<file path="config.mk">
export PLATFORM = sky130hd
export DESIGN_NAME = alu_sequencer_flat
export DESIGN_NICKNAME = d
export VERILOG_FILES = /design/src/rtl/alu_sequencer_if.sv /design/src/rtl/alu_sequencer.sv /design/src/flat_wrapper.sv
export SDC_FILE = /design/constraint.sdc
export NUM_CORES = 1
export LEC_CHECK = 0
export ABC_AREA = 1
export CORE_ASPECT_RATIO = 1.25
export CORE_MARGIN = 5
export CORE_UTILIZATION = 40
export CTS_CLUSTER_DIAMETER = 50
export CTS_CLUSTER_SIZE = 25
export DETAILED_ROUTE_END_ITERATION = 12
export HOLD_SLACK_MARGIN = 0.15
export PLACE_DENSITY_LB_ADDON = 0.1
export SLEW_MARGIN = 20
export SYNTH_ARGS = -nofsm -noshare
export SYNTH_HDL_FRONTEND = slang
export SYNTH_SLANG_ARGS = --single-unit
</file>
<file path="constraint.sdc">
create_clock -name clk -period 1.9 [get_ports clk]
set_input_delay 0.38 -clock clk [delete_from_list [all_inputs] [get_ports clk]]
set_output_delay 0.38 -clock clk [all_outputs]
set_load 0.01 [all_outputs]
</file>
<file path="src/rtl/alu_sequencer_if.sv">
// Request/response handshake between the CPU-side issue logic and alu_sequencer.
// master = issuing side, slave = the sequencer.
interface alu_sequencer_if;
  logic        req_valid;
  logic        req_ready;
  logic [3:0]  req_op;
  logic [15:0] req_a;
  logic [15:0] req_b;
  logic        resp_valid;
  logic        resp_ready;
  logic [15:0] resp_data;
  logic        resp_zr;
  logic        resp_ng;
  logic        busy;

  modport master (
    output req_valid, req_op, req_a, req_b, resp_ready,
    input  req_ready, resp_valid, resp_data, resp_zr, resp_ng, busy
  );

  modport slave (
    input  req_valid, req_op, req_a, req_b, resp_ready,
    output req_ready, resp_valid, resp_data, resp_zr, resp_ng, busy
  );
endinterface

</file>
<file path="src/rtl/alu_sequencer.sv">
// Owns the shared Hack ALU: maps opcodes onto its control word, runs single-cycle
// ops in one pass and a 16-iteration shift-add multiply, then holds the result.
module alu_sequencer (
  input  logic                clk,
  input  logic                rst_n,
  alu_sequencer_if.slave      bus,
  output logic [15:0]         alu_x,
  output logic [15:0]         alu_y,
  output logic                alu_zx,
  output logic                alu_nx,
  output logic                alu_zy,
  output logic                alu_ny,
  output logic                alu_f,
  output logic                alu_no,
  input  logic [15:0]         alu_out,
  input  logic                alu_zr,
  input  logic                alu_ng
);
  localparam int DATA_W = 16;

  localparam logic [5:0] CW_ZERO = 6'b101010;
  localparam logic [5:0] CW_X    = 6'b001100;
  localparam logic [5:0] CW_ADD  = 6'b000010;

  typedef enum logic [1:0] {IDLE, EXEC, MUL, DONE} state_t;

  state_t              state;
  logic [3:0]          op_r;
  logic [DATA_W-1:0]   a_r;
  logic [DATA_W-1:0]   b_r;
  logic [DATA_W-1:0]   acc;
  logic [DATA_W-1:0]   mcand;
  logic [DATA_W-1:0]   mplier;
  logic [3:0]          cnt;
  logic [DATA_W-1:0]   resp_data_r;
  logic                resp_zr_r;
  logic                resp_ng_r;
  logic                resp_valid_r;
  logic                req_ready_r;
  logic                busy_r;
  logic [5:0]          ctrl;

  function automatic logic [5:0] op_ctrl(input logic [3:0] op);
    case (op)
      4'd0:    op_ctrl = 6'b101010;
      4'd1:    op_ctrl = 6'b111111;
      4'd2:    op_ctrl = 6'b111010;
      4'd3:    op_ctrl = 6'b001100;
      4'd4:    op_ctrl = 6'b110000;
      4'd5:    op_ctrl = 6'b001101;
      4'd6:    op_ctrl = 6'b001111;
      4'd7:    op_ctrl = 6'b011111;
      4'd8:    op_ctrl = 6'b001110;
      4'd9:    op_ctrl = 6'b000010;
      4'd10:   op_ctrl = 6'b010011;
      4'd11:   op_ctrl = 6'b000111;
      4'd12:   op_ctrl = 6'b000000;
      4'd13:   op_ctrl = 6'b010101;
      4'd15:   op_ctrl = 6'b000010;
      default: op_ctrl = CW_ZERO;
    endcase
  endfunction

  // ALU drive follows the registered state; IDLE/DONE park it on the ZERO word.
  always_comb begin
    alu_x = '0;
    alu_y = '0;
    ctrl  = CW_ZERO;
    case (state)
      EXEC: begin
        alu_x = a_r;
        alu_y = (op_r == 4'd15) ? a_r : b_r;
        ctrl  = op_ctrl(op_r);
      end
      MUL: begin
        alu_x = acc;
        alu_y = mcand;
        ctrl  = mplier[0] ? CW_ADD : CW_X;
      end
      default: ;
    endcase
  end

  assign {alu_zx, alu_nx, alu_zy, alu_ny, alu_f, alu_no} = ctrl;

  assign bus.req_ready  = req_ready_r;
  assign bus.resp_valid = resp_valid_r;
  assign bus.resp_data  = resp_data_r;
  assign bus.resp_zr    = resp_zr_r;
  assign bus.resp_ng    = resp_ng_r;
  assign bus.busy       = busy_r;

  always_ff @(posedge clk or negedge rst_n) begin
    if (!rst_n) begin
      state        <= IDLE;
      op_r         <= '0;
      a_r          <= '0;
      b_r          <= '0;
      acc          <= '0;
      mcand        <= '0;
      mplier       <= '0;
      cnt          <= '0;
      resp_data_r  <= '0;
      resp_zr_r    <= 1'b0;
      resp_ng_r    <= 1'b0;
      resp_valid_r <= 1'b0;
      req_ready_r  <= 1'b1;
      busy_r       <= 1'b0;
    end else begin
      case (state)
        IDLE: begin
          if (bus.req_valid) begin
            op_r        <= bus.req_op;
            a_r         <= bus.req_a;
            b_r         <= bus.req_b;
            acc         <= '0;
            mcand       <= bus.req_a;
            mplier      <= bus.req_b;
            cnt         <= '0;
            req_ready_r <= 1'b0;
            busy_r      <= 1'b1;
            state       <= (bus.req_op == 4'd14) ? MUL : EXEC;
          end
        end
        EXEC: begin
          resp_data_r  <= alu_out;
          resp_zr_r    <= alu_zr;
          resp_ng_r    <= alu_ng;
          resp_valid_r <= 1'b1;
          state        <= DONE;
        end
        MUL: begin
          acc    <= alu_out;
          mcand  <= mcand << 1;
          mplier <= mplier >> 1;
          cnt    <= cnt + 4'd1;
          // Fixed 16 iterations; the last partial sum is the product.
          if (cnt == 4'd15) begin
            resp_data_r  <= alu_out;
            resp_zr_r    <= alu_zr;
            resp_ng_r    <= alu_ng;
            resp_valid_r <= 1'b1;
            state        <= DONE;
          end
        end
        DONE: begin
          if (bus.resp_ready) begin
            resp_valid_r <= 1'b0;
            req_ready_r  <= 1'b1;
            busy_r       <= 1'b0;
            state        <= IDLE;
          end
        end
        default: state <= IDLE;
      endcase
    end
  end
endmodule
</file>
<file path="src/flat_wrapper.sv">
// flat-port wrapper written by rule: the top's interface ports become plain ports
module alu_sequencer_flat 
  (clk, rst_n, alu_x, alu_y, alu_zx, alu_nx, alu_zy, alu_ny, alu_f, alu_no, alu_out, alu_zr, alu_ng, bus_req_valid, bus_req_op, bus_req_a, bus_req_b, bus_resp_ready, bus_req_ready, bus_resp_valid, bus_resp_data, bus_resp_zr, bus_resp_ng, bus_busy);
  alu_sequencer_if bus_i ();
  input  logic clk;
  input  logic rst_n;
  output logic [15:0] alu_x;
  output logic [15:0] alu_y;
  output logic alu_zx;
  output logic alu_nx;
  output logic alu_zy;
  output logic alu_ny;
  output logic alu_f;
  output logic alu_no;
  input  logic [15:0] alu_out;
  input  logic alu_zr;
  input  logic alu_ng;
  input wire logic [$bits(bus_i.req_valid)-1:0] bus_req_valid;
  input wire logic [$bits(bus_i.req_op)-1:0] bus_req_op;
  input wire logic [$bits(bus_i.req_a)-1:0] bus_req_a;
  input wire logic [$bits(bus_i.req_b)-1:0] bus_req_b;
  input wire logic [$bits(bus_i.resp_ready)-1:0] bus_resp_ready;
  output wire logic [$bits(bus_i.req_ready)-1:0] bus_req_ready;
  output wire logic [$bits(bus_i.resp_valid)-1:0] bus_resp_valid;
  output wire logic [$bits(bus_i.resp_data)-1:0] bus_resp_data;
  output wire logic [$bits(bus_i.resp_zr)-1:0] bus_resp_zr;
  output wire logic [$bits(bus_i.resp_ng)-1:0] bus_resp_ng;
  output wire logic [$bits(bus_i.busy)-1:0] bus_busy;
  assign bus_i.req_valid = bus_req_valid;
  assign bus_i.req_op = bus_req_op;
  assign bus_i.req_a = bus_req_a;
  assign bus_i.req_b = bus_req_b;
  assign bus_i.resp_ready = bus_resp_ready;
  assign bus_req_ready = bus_i.req_ready;
  assign bus_resp_valid = bus_i.resp_valid;
  assign bus_resp_data = bus_i.resp_data;
  assign bus_resp_zr = bus_i.resp_zr;
  assign bus_resp_ng = bus_i.resp_ng;
  assign bus_busy = bus_i.busy;
  alu_sequencer u_core (.clk(clk), .rst_n(rst_n), .bus(bus_i), .alu_x(alu_x), .alu_y(alu_y), .alu_zx(alu_zx), .alu_nx(alu_nx), .alu_zy(alu_zy), .alu_ny(alu_ny), .alu_f(alu_f), .alu_no(alu_no), .alu_out(alu_out), .alu_zr(alu_zr), .alu_ng(alu_ng));
endmodule
</file>
==> run_results.csv, run 1 <==
group,metric,value,unit
status,status,"complete, but fails checks",
status,violations_in_the_final_reports,"negative setup slack",
critical_path,crit_arrival,1790,ps
die,fp.dieH,142,um
critical_path,worst_ep_required,1520,ps
die,core_area,13800,sq um
sta,fmaxAchievable,461,MHz
sta,tightestPinTransition,285,ps
finish,final-seq-area,2780,sq um
synthesis,synth_edf_count,0,
detailed_routing,number_of_drc_violations_after_detailed_routing,0,
critical_path,crit_path_start_kind,"register",
sta,slew_headroom,0.810,
finish,fillers,1276,
sta,finalHoldViolations,0,
placed_design,placement.setup.worst_slack,-398,ps
placed_design,half_perimeter_wire_length_after_detailed_placement,11500,um
detailed_routing,routed_wire_length_per_instance,16.8,um
die,io-pin-count,117,
sta,clock-skew-final,5.52,ps
placed_design,numPortBuffers,116,
sta,slew_violations,0,
detailed_routing,avgViaCountPerCell,5.07,
synthesis,mapped_cell_area,5560,sq um
global_route,globalRouteTotalUtil,0.199,
critical_path,ff2ff_setup_slack,80,ps
finish,layout.core_utilization,0.579,
sta,final-setup-viol-count,38,
die,cell_rows,48,
detailed_routing,finalWirelength,16700,um
critical_path,crit_buf_inv,3,
synthesis,flops_latches_synth,111,
synthesis,netlist.area_leader.share,0.495,
sta,timing.hold.ws,450,ps
synthesis,yosys.cell_types.count,35,
critical_path,worstPathMaxFanout,2,
cts,cts-root-to-sink-buffers,2,
synthesis,ys_dominant_reg_cell,"sky130_fd_sc_hd__dfrtp_1",
global_route,grt_max_degree,45,
sta,final_period_minus_worst_setup_slack,2170,ps
flow_run,maxCapViolCount,0,
finish,syn_to_final_growth,43.2,%
sta,grt_setup_unrepaired,"true",
global_route,via_count_of_the_first_global_routing_pass,5042,
cts,tritoncts_clock_tree,"built",
critical_path,critical_path.slowest_cell,"sky130_fd_sc_hd__dfrtp_1",
synthesis,synth_top_cells_by_area,"sky130_fd_sc_hd__dfrtp_1 (50%), sky130_fd_sc_hd__nand2_1 (12%), sky130_fd_sc_hd__inv_1 (6.3%)",
synthesis,async_reset_ff_frac,1.00,
pwr,power.density_cell_area,1760,nW/um^2
cts,clockRootBuffer,"sky130_fd_sc_hd__clkbuf_16",
cts,insertion_delay,340,ps
global_route,antenna_found_initial,0,
detailed_routing,via_count,5042,
sta,final_critical_path_setup_slack,-268,ps
finish,multi_input_area,2430,sq um
detailed_routing,route.antenna.remaining_nets,0,
die,die_boundary_width,115,um
die,fp.dieArea,16400,sq um
die,start_util,0.404,
cts,cts_made_buffers,9,
critical_path,r2r_start,"u_core.state[0]$_DFFE_PN0P_",
critical_path,cell_with_the_most_instances_on_the_worst_path,"sky130_fd_sc_hd__buf_4",
synthesis,synth_fp_nets,732,
cts,register_clock_pin_slew_on_the_reported_worst_setup_and_hold_paths,70,ps
finish,final_layout_size_suffix_gt1_frac,0.248,
detailed_routing,drt_first_iter_violations,302,
critical_path,crit_path_max_incr_delay,390,ps
synthesis,synth_cells,663,
pwr,power,14.0,mW
critical_path,cp_top_family,"buffers and inverters",
synthesis,synth.cells.most_frequent,"sky130_fd_sc_hd__nand2_1 (182), sky130_fd_sc_hd__dfrtp_1 (110), sky130_fd_sc_hd__inv_1 (93)",
global_route,grt.overflow.total,0,
min_path,timing.hold.worst.class,"input pin to asynchronous set/reset pin",
finish,insertedDiodeCount,0,
global_route,wire_length_of_the_first_global_routing_pass,25700,um
synthesis,syn_area_per_cell,8.38,sq um
synthesis,post-synth-top-area-cell,"sky130_fd_sc_hd__dfrtp_1",
pwr,ir_drop,799,uV
synthesis,synth_sequential_area_ratio,0.500,
pwr,power.static_leakage,3.71,nW
synthesis,synth.most_common_cell,"sky130_fd_sc_hd__nand2_1",
sta,setup-tns-final,-7410,ps
critical_path,end_kind,"output pin",
detailed_routing,dr.pass1.iters,5,
placed_design,globalplace.congestion,0.839,
critical_path,criticalPathCategory,"register to output pin",
cts,cts_htree_levels,3,
cts,numClockSinks,111,
sta,post-route-period-util,1.14,
critical_path,critPathLaunch,"u_core.op_r[1]$_DFFE_PN0P_",
synthesis,yosys_warnings,0,
finish,layout.nets,884,
critical_path,critical_path_cell_list,"buf_4 > buf_4 > ha_1 > or2_4 > nand3_2 > nand2_2 > o211ai_1 > buf_2",
layer usage:
layer,track usage,part of all wire,vias to the layer above
met1,0.267,0.44,2424
met5,0,0,-
met4,0.0562,0.018,0
met2,0.332,0.49,147
li1,-,-,2452
met3,0.0303,0.049,19
report_power, final:
part	switching [mW]	internal (mW)	leakage (nW)
Combinational	4.39	3.58	2.18
Clock	0.861	1.23	0.159
Sequential	0.513	3.46	1.36
Total	5.76	8.28	3.71
worst reg2reg max path, delay by kind of cell, from the launching register on:
family	cells	cell delay (ps)
fa+ha+maj	1	250
compound gates	2	290
simple gates	1	40
buf+inv	6	770
flops	1	390
state kept, by name (all words and copies together) (netlist names):
| register | flops |
|---|---|
| u_core.bus.resp_valid | 1 |
| u_core.mplier | 16 |
| u_core.a_r | 16 |
| u_core.state | 2 |
| u_core.bus.req_ready | 1 |
| u_core.acc | 16 |
| u_core.op_r | 4 |
| u_core.bus.resp_ng | 1 |
| u_core.bus.resp_zr | 1 |
| u_core.cnt | 4 |
| u_core.bus.resp_data | 16 |
| u_core.mcand | 16 |
| u_core.b_r | 16 |
| u_core.bus.busy | 1 |
placed cells by master (no fill, tap or decap), drive strengths merged, types with 2 or more instances in the layout:
cell,count
o21ai,79
a31oi,14
clkbuf,17
o211ai,11
o22ai,33
ha,11
dfrtp,110
nand3,25
buf,93
inv,100
nor3,2
bufinv,2
nor2,22
a21oi,26
or2,2
clkdlybuf4s50,77
nand4,3
nand2,188
per-stage QoR:
step / std cells / cell area [sq um]
3_5_place_dp: 962 / 7160
2_1_floorplan: 663 / 5560
3_3_place_gp: 962 / 7160
6_report: 995 / 7960
4_1_cts: 987 / 7740
5_1_grt: 995 / 7960
final cells by class:
type	instances	share of cell area
flip-flops and latches	111	0.349
multi-input cells	418	0.305
repair buffers	176	0.228
inverters	99	0.0483
clock buffers	12	0.0322
well taps	175	0.0275
clock inverters	4	0.00959
timing repair:
action,CTS,global route
hold buffers,1,0
pin swaps,14,13
endpoints found under the setup margin,67,70
cloned,4,5
endpoints found under the hold margin,12,0
resized for setup,212,27
buffers inserted,4,3
logic make-up (layout without fill, tap and decap cells):
family / Yosys count / in the layout / share of synthesized area
fa+ha+maj: 11 / 11 / 0.0248
compound gates: 165 / 165 / 0.184
simple gates: 242 / 242 / 0.180
buf+inv: 134 / 291 / 0.112
flops: 111 / 111 / 0.500
path summary, 6_finish.rpt:
check                      depth (start not counted)                             endpoint
setup / recovery                                   8                                alu_f
hold / removal                                     2       u_core.bus.resp_ng$_DFFE_PN0P_
setup reg to reg                                  10         u_core.mplier[4]$_DFFE_PN0P_
hold reg to reg                                    2  u_core.bus.resp_data[8]$_DFFE_PN0P_
max in group asynchronous                          3     u_core.bus.req_ready$_DFFE_PN1P_
min in group clk                                   2  u_core.bus.resp_data[8]$_DFFE_PN0P_
No activity file was read; power rests on OpenSTA's default activity.
==> run 2: changes to the inputs <==
Settings changed: RECOVER_POWER set to 50.
==> run 2 against run 1 <==
Effect of this change:
- the run still ends with negative setup slack left
- count of clock-buffer cells in the layout stayed put
- sequential power barely moved
- routed wire length about the same
- setup slack barely moved
- global-route usage unchanged
- non-clock buffer count unchanged
- sequential share of layout area increased by 0.19 points
- highest routed layer unchanged
==> run_results.csv, run 2 (synthesis results as in run 1) <==
group,metric,value,unit
pwr,power.static_leakage,3.69,nW
sta,slew_violations,0,
finish,insertedDiodeCount,0,
detailed_routing,finalWirelength,16700,um
sta,clock-skew-final,5.83,ps
cts,clockRootBuffer,"sky130_fd_sc_hd__clkbuf_16",
finish,final_layout_size_suffix_gt1_frac,0.245,
finish,layout.nets,884,
sta,final-setup-viol-count,38,
detailed_routing,drt_first_iter_violations,261,
finish,final_common_cell,"sky130_fd_sc_hd__nand2_1",
pwr,ir_drop,800,uV
placed_design,half_perimeter_wire_length_after_detailed_placement,11500,um
cts,tritoncts_clock_tree,"built",
detailed_routing,dr.pass1.iters,5,
sta,finalHoldViolations,0,
die,core_area,13800,sq um
min_path,timing.hold.worst.class,"register to register",
cts,insertion_delay,340,ps
critical_path,crit_path_start_kind,"register",
sta,slew_headroom,0.416,
placed_design,globalplace.congestion,0.839,
finish,most_frequent_cells_in_the_layout,"sky130_fd_sc_hd__nand2_1 (178), sky130_fd_sc_hd__dfrtp_1 (110), sky130_fd_sc_hd__inv_1 (88), sky130_fd_sc_hd__clkdlybuf4s50_1 (77), sky130_fd_sc_hd__o21ai_0 (54)",
cts,register_clock_pin_slew_on_the_reported_worst_setup_and_hold_paths,70,ps
pwr,power.density_cell_area,1770,nW/um^2
sta,final_critical_path_setup_slack,-269,ps
sta,final_period_minus_worst_setup_slack,2170,ps
critical_path,criticalPathCategory,"register to output pin",
cts,cts_made_buffers,9,
flow_run,maxCapViolCount,0,
critical_path,worst_ep_required,1520,ps
critical_path,end_kind,"output pin",
sta,tightestPinTransition,876,ps
die,start_util,0.404,
critical_path,worstPathMaxFanout,2,
global_route,globalRouteTotalUtil,0.199,
finish,fillers,1286,
die,fp.dieArea,16400,sq um
placed_design,numPortBuffers,116,
die,io-pin-count,117,
detailed_routing,routed_wire_length_per_instance,16.8,um
global_route,grt_max_degree,45,
global_route,wire_length_of_the_first_global_routing_pass,25700,um
cts,numClockSinks,111,
die,fp.dieH,142,um
cts,cts_htree_levels,3,
pwr,power,14.0,mW
global_route,antenna_found_initial,0,
critical_path,crit_arrival,1790,ps
sta,fmaxAchievable,461,MHz
detailed_routing,number_of_drc_violations_after_detailed_routing,0,
die,cell_rows,48,
cts,cts-root-to-sink-buffers,2,
detailed_routing,avgViaCountPerCell,5.04,
die,die_boundary_width,115,um
finish,syn_to_final_growth,42.4,%
global_route,via_count_of_the_first_global_routing_pass,5042,
status,violations_in_the_final_reports,"negative setup slack",
finish,layout.core_utilization,0.576,
sta,grt_setup_unrepaired,"true",
status,status,"complete, but fails checks",
detailed_routing,via_count,5015,
sta,post-route-period-util,1.14,
global_route,grt.overflow.total,0,
detailed_routing,route.antenna.remaining_nets,0,
==> run 2: path summary, 6_finish.rpt <==
kind                                                      from  depth (start not counted)  slack [ps]                                   to
hold reg to reg            u_core.bus.resp_data[8]$_DFFE_PN0P_                          2         480  u_core.bus.resp_data[8]$_DFFE_PN0P_
setup reg to reg                   u_core.state[1]$_DFFE_PN0P_                          8          80         u_core.mplier[4]$_DFFE_PN0P_
hold / removal             u_core.bus.resp_data[8]$_DFFE_PN0P_                          2         480  u_core.bus.resp_data[8]$_DFFE_PN0P_
min in group asynchronous                                rst_n                          2         680       u_core.bus.resp_ng$_DFFE_PN0P_
max in group asynchronous                                rst_n                          3         260     u_core.bus.req_ready$_DFFE_PN1P_
setup / recovery                    u_core.op_r[1]$_DFFE_PN0P_                          8        -270                                alu_f
==> run 2: stage by stage <==
step / cell area [sq um] / setup slack, ps / instances / TNS, ps / hold slack [ps]
global placement: 7160 / -401 / 962 / -11310 / 262
finish: 7920 / -269 / 995 / -7390 / 481
detailed placement: 7160 / -398 / 962 / -12530 / 261
CTS: 7740 / -302 / 987 / -8350 / 457
global route: 7920 / -354 / 995 / -10560 / 509
floorplan: 5560 / 97.2 / 663 / 0 / 84.4
==> run 2: worst max-delay path, stage by stage (launching register included) <==
cell                       delay [ps]
sky130_fd_sc_hd__dfrtp_1          390
sky130_fd_sc_hd__buf_4            150
sky130_fd_sc_hd__buf_4            130
sky130_fd_sc_hd__ha_1             170
sky130_fd_sc_hd__or2_4            240
sky130_fd_sc_hd__nand3_2           60
sky130_fd_sc_hd__nand2_2           60
sky130_fd_sc_hd__o211ai_1          90
sky130_fd_sc_hd__buf_2            160
==> run 2: area by class of cell <==
class                           count  area (sq um)  share of cell area
Clock buffer                       12           256              0.0324
Clock inverter                      4          76.3             0.00964
Inverter                           99           384              0.0485
Multi-Input combinational cell    418          2410               0.305
Sequential cell                   111          2780               0.351
Tap cell                          175           219              0.0277
Timing Repair Buffer              176          1790               0.226
==> run 2: repair_timing <==
item                                    4_1_cts  5_1_grt
endpoints found under the hold margin        12        0
setup buffers                                 4        3
hold buffers                                  1        0
cloned                                        4        5
pin swaps                                    14       13
resized for setup                           212       27
endpoints found under the setup margin       67       70
==> run 2: layer usage <==
metal  vias up  part of all wire  track usage
met5         -                 0            0
met4         0             0.017       0.0562
met1      2404              0.44        0.267
met2       142              0.49        0.332
li1       2451                 -            -
met3        18             0.048       0.0303
==> run 2: power breakdown <==
group | internal, mW | switching, mW
Sequential | 3.46 | 0.514
Combinational | 3.56 | 4.37
Clock | 1.23 | 0.863
